`config.mk`:
```
export PLATFORM = sky130hd
export DESIGN_NAME = spi_apb_fifo_if
export DESIGN_NICKNAME = d
export VERILOG_FILES = /design/src/rtl/spi_apb_pkg.sv /design/src/rtl/spi_sync_fifo.sv /design/src/rtl/spi_apb_fifo_if.sv
export SDC_FILE = /design/constraint.sdc
export NUM_CORES = 1
export LEC_CHECK = 0
export ABC_CLOCK_PERIOD_IN_PS = 3000
export CAP_MARGIN = 20
export CORE_AREA = 3 3 101 103
export DETAILED_ROUTE_END_ITERATION = 10
export DIE_AREA = 0 0 104 106
export PLACE_DENSITY = 0.77
export SKIP_LAST_GASP = 1
export SLEW_MARGIN = 20
export SYNTH_ARGS = -nofsm -noshare
export SYNTH_HDL_FRONTEND = slang
export SYNTH_SLANG_ARGS = --single-unit
```
`constraint.sdc`:
```
create_clock -name P_clk -period 3 [get_ports P_clk]
set_clock_uncertainty 0.15 [all_clocks]
set_input_delay 0.45 -clock P_clk [delete_from_list [all_inputs] [get_ports P_clk]]
set_output_delay 0.45 -clock P_clk [all_outputs]
set_load 0.01 [all_outputs]
```
`src/rtl/spi_apb_pkg.sv`:
```
// Shared constants for the SPI APB register front-end: register map,
// write masks, status bit positions and state encodings.
package spi_apb_pkg;

    localparam logic [2:0] ADDR_CR1 = 3'd0;
    localparam logic [2:0] ADDR_CR2 = 3'd1;
    localparam logic [2:0] ADDR_BR  = 3'd2;
    localparam logic [2:0] ADDR_SR  = 3'd3;
    localparam logic [2:0] ADDR_DR  = 3'd5;
    localparam logic [2:0] ADDR_LVL = 3'd6;

    localparam logic [7:0] CR1_RESET = 8'h04;
    localparam logic [7:0] CR2_MASK  = 8'h1B;
    localparam logic [7:0] BR_MASK   = 8'h77;

    // CR1 bit positions
    localparam int CR1_SPIE  = 7;
    localparam int CR1_SPE   = 6;
    localparam int CR1_SPTIE = 5;
    localparam int CR1_MSTR  = 4;
    localparam int CR1_CPOL  = 3;
    localparam int CR1_CPHA  = 2;
    localparam int CR1_SSOE  = 1;
    localparam int CR1_LSBFE = 0;

    // CR2 bit positions (stored and write-only strobes)
    localparam int CR2_TXFLUSH = 7;
    localparam int CR2_RXFLUSH = 6;
    localparam int CR2_MODFEN  = 4;
    localparam int CR2_SPISWAI = 1;

    // SR bit positions
    localparam int SR_SPIF  = 7;
    localparam int SR_RXOVR = 6;
    localparam int SR_SPTEF = 5;
    localparam int SR_MODF  = 4;
    localparam int SR_TXE   = 3;

    typedef enum logic [1:0] {
        APB_IDLE   = 2'b00,
        APB_SETUP  = 2'b01,
        APB_ENABLE = 2'b10
    } apb_state_t;

    typedef enum logic [1:0] {
        MODE_RUN  = 2'b00,
        MODE_WAIT = 2'b01,
        MODE_STOP = 2'b10
    } spi_mode_t;

endpackage

```
`src/rtl/spi_sync_fifo.sv`:
```
// Single-clock FIFO used for both the TX and RX frame queues.
// A pop on a full FIFO frees the slot for a push in the same cycle;
// flush empties the FIFO and overrides any push or pop.
module spi_sync_fifo #(
    parameter int DW         = 8,
    parameter int FIFO_DEPTH = 4
) (
    input  logic                          P_clk,
    input  logic                          P_rst,
    input  logic                          push,
    input  logic                          pop,
    input  logic                          flush,
    input  logic [DW-1:0]                 wdata,
    output logic [DW-1:0]                 rdata,
    output logic                          full,
    output logic                          empty,
    output logic [$clog2(FIFO_DEPTH):0]   count
);

    localparam int AW = $clog2(FIFO_DEPTH);

    logic [DW-1:0] mem [FIFO_DEPTH];
    logic [AW-1:0] wr_ptr;
    logic [AW-1:0] rd_ptr;
    logic          do_push;
    logic          do_pop;

    assign empty   = (count == '0);
    assign full    = (count == (AW+1)'(FIFO_DEPTH));
    assign do_pop  = pop & ~empty & ~flush;
    assign do_push = push & (~full | do_pop) & ~flush;
    assign rdata   = mem[rd_ptr];

    // Pointer and occupancy tracking; pointers wrap naturally at the power-of-two depth.
    always_ff @(posedge P_clk or negedge P_rst) begin
        if (!P_rst) begin
            wr_ptr <= '0;
            rd_ptr <= '0;
            count  <= '0;
        end else if (flush) begin
            wr_ptr <= '0;
            rd_ptr <= '0;
            count  <= '0;
        end else begin
            if (do_push) wr_ptr <= wr_ptr + 1'b1;
            if (do_pop)  rd_ptr <= rd_ptr + 1'b1;
            if (do_push && !do_pop)      count <= count + 1'b1;
            else if (do_pop && !do_push) count <= count - 1'b1;
        end
    end

    // Storage array; no reset needed since occupancy gates visibility.
    always_ff @(posedge P_clk) begin
        if (do_push) mem[wr_ptr] <= wdata;
    end

endmodule

```
`src/rtl/spi_apb_fifo_if.sv`:
```
// APB slave front-end for an SPI core: control/baud registers, status,
// TX/RX frame FIFOs and the RUN/WAIT/STOP low-power mode sequencer.
//
// APB FSM   state  | meaning
//           IDLE   | no transfer
//           SETUP  | address phase, P_enable low
//           ENABLE | access phase, P_ready high, access commits on exit edge
// Mode FSM  RUN    | core active
//           WAIT   | spe cleared, core idle
//           STOP   | spiswai set while idle; TX gated, RX frames ignored
module spi_apb_fifo_if #(
    parameter int DW         = 8,
    parameter int FIFO_DEPTH = 4
) (
    input  logic          P_clk,
    input  logic          P_rst,
    input  logic          P_sel,
    input  logic          P_enable,
    input  logic          P_write,
    input  logic [2:0]    P_addr,
    input  logic [DW-1:0] P_wdata,
    output logic [DW-1:0] P_rdata,
    output logic          P_ready,
    output logic          P_slverr,
    output logic [DW-1:0] tx_data,
    output logic          tx_valid,
    input  logic          tx_ready,
    input  logic [DW-1:0] rx_data,
    input  logic          rx_valid,
    input  logic          tip,
    input  logic          ss,
    output logic          mstr,
    output logic          cpol,
    output logic          cpha,
    output logic          lsbfe,
    output logic          spiswai,
    output logic [2:0]    spr,
    output logic [2:0]    sppr,
    output logic [1:0]    spi_mode,
    output logic          spi_interrupt_request
);

    import spi_apb_pkg::*;

    localparam int CW = $clog2(FIFO_DEPTH) + 1;

    apb_state_t    apb_state, apb_next;
    spi_mode_t     mode_q, mode_next;
    logic [7:0]    cr1, cr2, br, sr;
    logic          rxovr;
    logic          access, err, ok;
    logic          wr_cr1, wr_cr2, wr_br, sr_rd;
    logic          tx_push, tx_pop, tx_flush, tx_full, tx_empty;
    logic          rx_push, rx_pop, rx_flush, rx_full, rx_empty;
    logic          overrun, modf;
    logic [DW-1:0] rx_head;
    logic [CW-1:0] tx_count, rx_count;
    logic [9:0]    lvl;

    assign access   = (apb_state == APB_ENABLE);
    assign P_ready  = access;
    assign P_slverr = err;
    assign ok       = access & ~err;

    assign wr_cr1   = ok & P_write & (P_addr == ADDR_CR1);
    assign wr_cr2   = ok & P_write & (P_addr == ADDR_CR2);
    assign wr_br    = ok & P_write & (P_addr == ADDR_BR);
    assign sr_rd    = ok & ~P_write & (P_addr == ADDR_SR);
    assign tx_push  = ok & P_write & (P_addr == ADDR_DR);
    assign rx_pop   = ok & ~P_write & (P_addr == ADDR_DR);
    assign tx_flush = wr_cr2 & P_wdata[CR2_TXFLUSH];
    assign rx_flush = wr_cr2 & P_wdata[CR2_RXFLUSH];

    assign tx_valid = ~tx_empty & (mode_q != MODE_STOP);
    assign tx_pop   = tx_valid & tx_ready;
    assign rx_push  = rx_valid & (mode_q != MODE_STOP);
    assign overrun  = rx_push & rx_full & ~rx_pop & ~rx_flush;

    assign modf = cr1[CR1_MSTR] & cr2[CR2_MODFEN] & ~cr1[CR1_SSOE] & ~ss;
    // Counts are zero-extended to 5 bits each; the packed pair is truncated to DW on read.
    assign lvl  = {5'(rx_count), 5'(tx_count)};

    assign mstr     = cr1[CR1_MSTR];
    assign cpol     = cr1[CR1_CPOL];
    assign cpha     = cr1[CR1_CPHA];
    assign lsbfe    = cr1[CR1_LSBFE];
    assign spiswai  = cr2[CR2_SPISWAI];
    assign spr      = br[2:0];
    assign sppr     = br[6:4];
    assign spi_mode = mode_q;

    spi_sync_fifo #(.DW(DW), .FIFO_DEPTH(FIFO_DEPTH)) u_tx_fifo (
        .P_clk (P_clk),
        .P_rst (P_rst),
        .push  (tx_push),
        .pop   (tx_pop),
        .flush (tx_flush),
        .wdata (P_wdata),
        .rdata (tx_data),
        .full  (tx_full),
        .empty (tx_empty),
        .count (tx_count)
    );

    spi_sync_fifo #(.DW(DW), .FIFO_DEPTH(FIFO_DEPTH)) u_rx_fifo (
        .P_clk (P_clk),
        .P_rst (P_rst),
        .push  (rx_push),
        .pop   (rx_pop),
        .flush (rx_flush),
        .wdata (rx_data),
        .rdata (rx_head),
        .full  (rx_full),
        .empty (rx_empty),
        .count (rx_count)
    );

    // APB and mode state registers.
    always_ff @(posedge P_clk or negedge P_rst) begin
        if (!P_rst) begin
            apb_state <= APB_IDLE;
            mode_q    <= MODE_RUN;
        end else begin
            apb_state <= apb_next;
            mode_q    <= mode_next;
        end
    end

    // APB handshake sequencing.
    always_comb begin
        apb_next = apb_state;
        case (apb_state)
            APB_IDLE:   apb_next = (P_sel && !P_enable) ? APB_SETUP : APB_IDLE;
            APB_SETUP: begin
                if (P_sel && P_enable)       apb_next = APB_ENABLE;
                else if (P_sel && !P_enable) apb_next = APB_SETUP;
                else                         apb_next = APB_IDLE;
            end
            APB_ENABLE: apb_next = P_sel ? APB_SETUP : APB_IDLE;
            default:    apb_next = APB_IDLE;
        endcase
    end

    // Low-power mode sequencing driven by spe and spiswai.
    always_comb begin
        mode_next = mode_q;
        case (mode_q)
            MODE_RUN:  if (!cr1[CR1_SPE]) mode_next = MODE_WAIT;
            MODE_WAIT: begin
                if (cr1[CR1_SPE])          mode_next = MODE_RUN;
                else if (cr2[CR2_SPISWAI]) mode_next = MODE_STOP;
            end
            MODE_STOP: begin
                if (cr1[CR1_SPE])           mode_next = MODE_RUN;
                else if (!cr2[CR2_SPISWAI]) mode_next = MODE_WAIT;
            end
            default:   mode_next = MODE_RUN;
        endcase
    end

    // Control registers and the sticky overrun flag; a new overrun beats an SR-read clear.
    always_ff @(posedge P_clk or negedge P_rst) begin
        if (!P_rst) begin
            cr1   <= CR1_RESET;
            cr2   <= 8'h00;
            br    <= 8'h00;
            rxovr <= 1'b0;
        end else begin
            if (wr_cr1) cr1 <= P_wdata[7:0];
            if (wr_cr2) cr2 <= P_wdata[7:0] & CR2_MASK;
            if (wr_br)  br  <= P_wdata[7:0] & BR_MASK;
            if (overrun)    rxovr <= 1'b1;
            else if (sr_rd) rxovr <= 1'b0;
        end
    end

    // Access error decode: full/empty DR, writes to read-only, unmapped addresses.
    always_comb begin
        err = 1'b0;
        if (access) begin
            case (P_addr)
                ADDR_CR1, ADDR_CR2, ADDR_BR: err = 1'b0;
                ADDR_DR:                     err = P_write ? tx_full : rx_empty;
                ADDR_SR, ADDR_LVL:           err = P_write;
                default:                     err = 1'b1;
            endcase
        end
    end

    // Live status view.
    always_comb begin
        sr           = 8'h00;
        sr[SR_SPIF]  = ~rx_empty;
        sr[SR_RXOVR] = rxovr;
        sr[SR_SPTEF] = ~tx_full;
        sr[SR_MODF]  = modf;
        sr[SR_TXE]   = tx_empty & ~tip;
    end

    // Read mux, driven only during a successful read access.
    always_comb begin
        P_rdata = '0;
        if (ok && !P_write) begin
            case (P_addr)
                ADDR_CR1: P_rdata[7:0] = cr1;
                ADDR_CR2: P_rdata[7:0] = cr2;
                ADDR_BR:  P_rdata[7:0] = br;
                ADDR_SR:  P_rdata[7:0] = sr;
                ADDR_DR:  P_rdata      = rx_head;
                ADDR_LVL: P_rdata      = DW'(lvl);
                default:  P_rdata      = '0;
            endcase
        end
    end

    // Interrupt request from enabled status sources.
    always_comb begin
        spi_interrupt_request = (cr1[CR1_SPIE] & (sr[SR_SPIF] | sr[SR_MODF] | sr[SR_RXOVR]))
                              | (cr1[CR1_SPTIE] & sr[SR_SPTEF]);
    end

endmodule

```
==> metrics.txt <==
dominant cell type by area after synthesis edfxtp_1; Fmax 337 MHz; setup repair bufs after CTS 0; fin crit share 99.0%; Seq cells post-synth 101; LEAKAGE 2.26 nW; share of the synthesized area in the top cell type 41.2%; RSZ-0062 raised after global routing yes; Synth Net Count 367; dominant cells by area after synthesis edfxtp_1 (41%), dfrtp_1 (19%), mux4_2 (8.2%), mux2_2 (2.9%), mux2_1 (2.2%); DR pass1 iterations 5; Critical path buffers and inverters 3; r2r startpoint u_tx_fifo.count[2]$_DFFE_PN0P_; CP peak stage delay 0.56 ns; Setup crit end P_rdata[1]; drt first-iter violations 192; maximum number of pins on one net before global-route repair 38; Syn Inst Count 329; pwr dens 657 mW/mm^2; critical path depth in cells 8; post-synthesis sequential area ratio 61.1%; CP required 2.40 ns; crit path time final 2.97 ns; Area growth syn-to-layout 24.6%; ys flop type edfxtp_1; Cells after DPL 532; max cap viols 0; Post-synth ARST share 36.6%; CTS Buf Count 9; # diodes 0; wire per inst 18.6 microns; Final Cell Area 0.00581 sq mm; Setup CP Type in -> out; Crit path max-delay family buffers and inverters; Worst setup startpoint P_addr[0]; vias 3055; clock sinks 101; fillcell total 727; vias in the first global route 3112; Ports 61; grt ovf 0; core area 0.00928 sq mm; Hold Path Class in -> async; Netlist cell types 56; DP Wirelength 7.44 mm; DR vias/cell 5.57; H-tree depth 3; crit path max fanout 4; number of I/O port buffers 60; fin util 62.6%; Slowest-stage cell, CP clkdlybuf4s50_1; dpl cell area 0.00558 sq mm; Setup crit start kind primary input; latest clock arrival within the worst-skew pair 0.37 ns; reg2reg end u_tx_fifo.count[1]$_DFFE_PN0P_; Post-synth EDFFs 64; Max IR drop VDD 0.000426 V; Rows 35; Cell Chain, Critical Path clkdlybuf4s50_1 -> nor2b_1 -> nand2_1 -> nand3_1 -> nand2_1 -> buf_4 -> a21oi_1 -> clkdlybuf4s50_1; Max Slew Vio Count 0; initial antenna violation count 1; CP Capture Type primary output; status completed; most common cell after layout, fill and taps aside edfxtp_1; routability cong. 0.894; Hold Slack 0.0221 ns; layout cells sized above 1 22.0%; Initial Utilization 50.2%; Warnings, synthesis 0; # DRC 0; highest-count cells in the layout ignoring fill and taps edfxtp_1 (64), clkdlybuf4s50_1 (50), dfrtp_1 (34); Avg Synthesized Cell Area 14.2 sq um; Slew Limit Headroom 44.6%; worst slew pin tran 0.831 ns; R2R Setup Slk 0.57 ns; Final setup viols 0; first-pass GRT wire length 16.6 mm; Nets 452; Die Span Y 106 microns; synthesized cell area 0.00466 sq mm; clk root buf clkbuf_8; Tot Pwr 3.82 mW; clock slew at reported path FFs 0.10 ns; clock buffer depth 2; Die Area 0.0110 sq mm; R2R depth 5; DRT antenna net count 0; GRT Resource Usage Total 19.5%; Routed WL 10.2 mm; Hold Fails Final Rpt 0; post-route insts no fill 548; TritonCTS clock tree done; Worst Path Arrival 2.37 ns; Die Span X 104 microns
## per-layer routing
| layer | vias to the layer above | track usage [%] | share of wire (%) |
|---|---|---|---|
| met5 | - | 0 | 0.13 |
| met4 | 2 | 6.74 | 2.4 |
| met3 | 22 | 4.49 | 4.7 |
| met2 | 96 | 33.8 | 51 |
| met1 | 1529 | 24.1 | 42 |
| li1 | 1406 | - | - |
## metrics by stage
stage | setup slack, ns | setup TNS [ns]
finish | 0.0290 | 0
global route | -0.0523 | -0.0523
CTS | 0.00443 | 0
detailed placement | -0.0806 | -0.258
global placement | -0.0537 | -0.0968
floorplan | 0.298 | 0
## final cells by class
type	instances	area [sq um]	share of cell area (%)
Sequential cell	101	2850	49.1
Timing Repair Buffer	92	832	14.3
Multi-Input combinational cell	200	1710	29.5
Tap cell	129	161	2.78
Clock inverter	7	93.8	1.61
Inverter	10	37.5	0.646
Clock buffer	9	124	2.13
## how the worst min path moves through the flow
stage | slack (ns) | endpoint | start
floorplan | 0.004 | apb_state[0]$_DFF_PN0_ | P_rst
global placement | 0.34 | cr2[0]$_DFFE_PN0N_ | cr2[0]$_DFFE_PN0N_
detailed placement | 0.36 | cr2[3]$_DFFE_PN0N_ | cr2[3]$_DFFE_PN0N_
CTS | 0.03 | apb_state[1]$_DFF_PN0_ | P_rst
global route | 0.08 | cr2[0]$_DFFE_PN0N_ | P_rst
finish | 0.02 | u_rx_fifo.wr_ptr[1]$_DFFE_PN0P_ | P_rst
## state kept, by name, indices dropped and copies added, names as in the netlist
register	cells
u_tx_fifo.wr_ptr	2
u_rx_fifo.count	3
cr2	4
rxovr	1
cr1	8
spi_mode	2
u_rx_fifo.rd_ptr	2
br	6
apb_state	2
u_tx_fifo.rd_ptr	2
u_tx_fifo.mem	32
u_tx_fifo.count	3
u_rx_fifo.wr_ptr	2
u_rx_fifo.mem	32
## timing repair
action | in CTS | in global routing
resized for setup | 11 | 3
hold buffers | 0 | 0
endpoints found under the setup margin | 8 | 3
## cell families (layout without fill, tap and decap cells)
logic type / count (synthesis) / count (layout) / synth area share (%)
xor+xnor: 7 / 7 / 1.31
simple gates: 97 / 97 / 11.3
flops: 101 / 101 / 61.1
compound gates: 46 / 46 / 7.08
mux: 39 / 39 / 13.5
buf+inv: 28 / 118 / 2.55
fa+ha+maj: 11 / 11 / 3.22
## power by group
group | switching, mW | internal, mW
sequential | 0.210 | 1.68
combinational | 0.442 | 0.575
clock | 0.503 | 0.408
## synth_stat cells (5+ instances only)
cell type / n
edfxtp_1: 64
dfrtp_1: 36
nor2_1: 26
nand2_1: 20
mux4_2: 17
mux2_2: 12
inv_1: 10
a21oi_1: 9
mux2_1: 9
buf_2: 8
ha_1: 8
nand3_1: 8
a22oi_1: 7
and2_1: 6
and3_1: 6
clkbuf_1: 6
o21ai_0: 6
xnor2_1: 5
(Power assumes the default switching activity.)
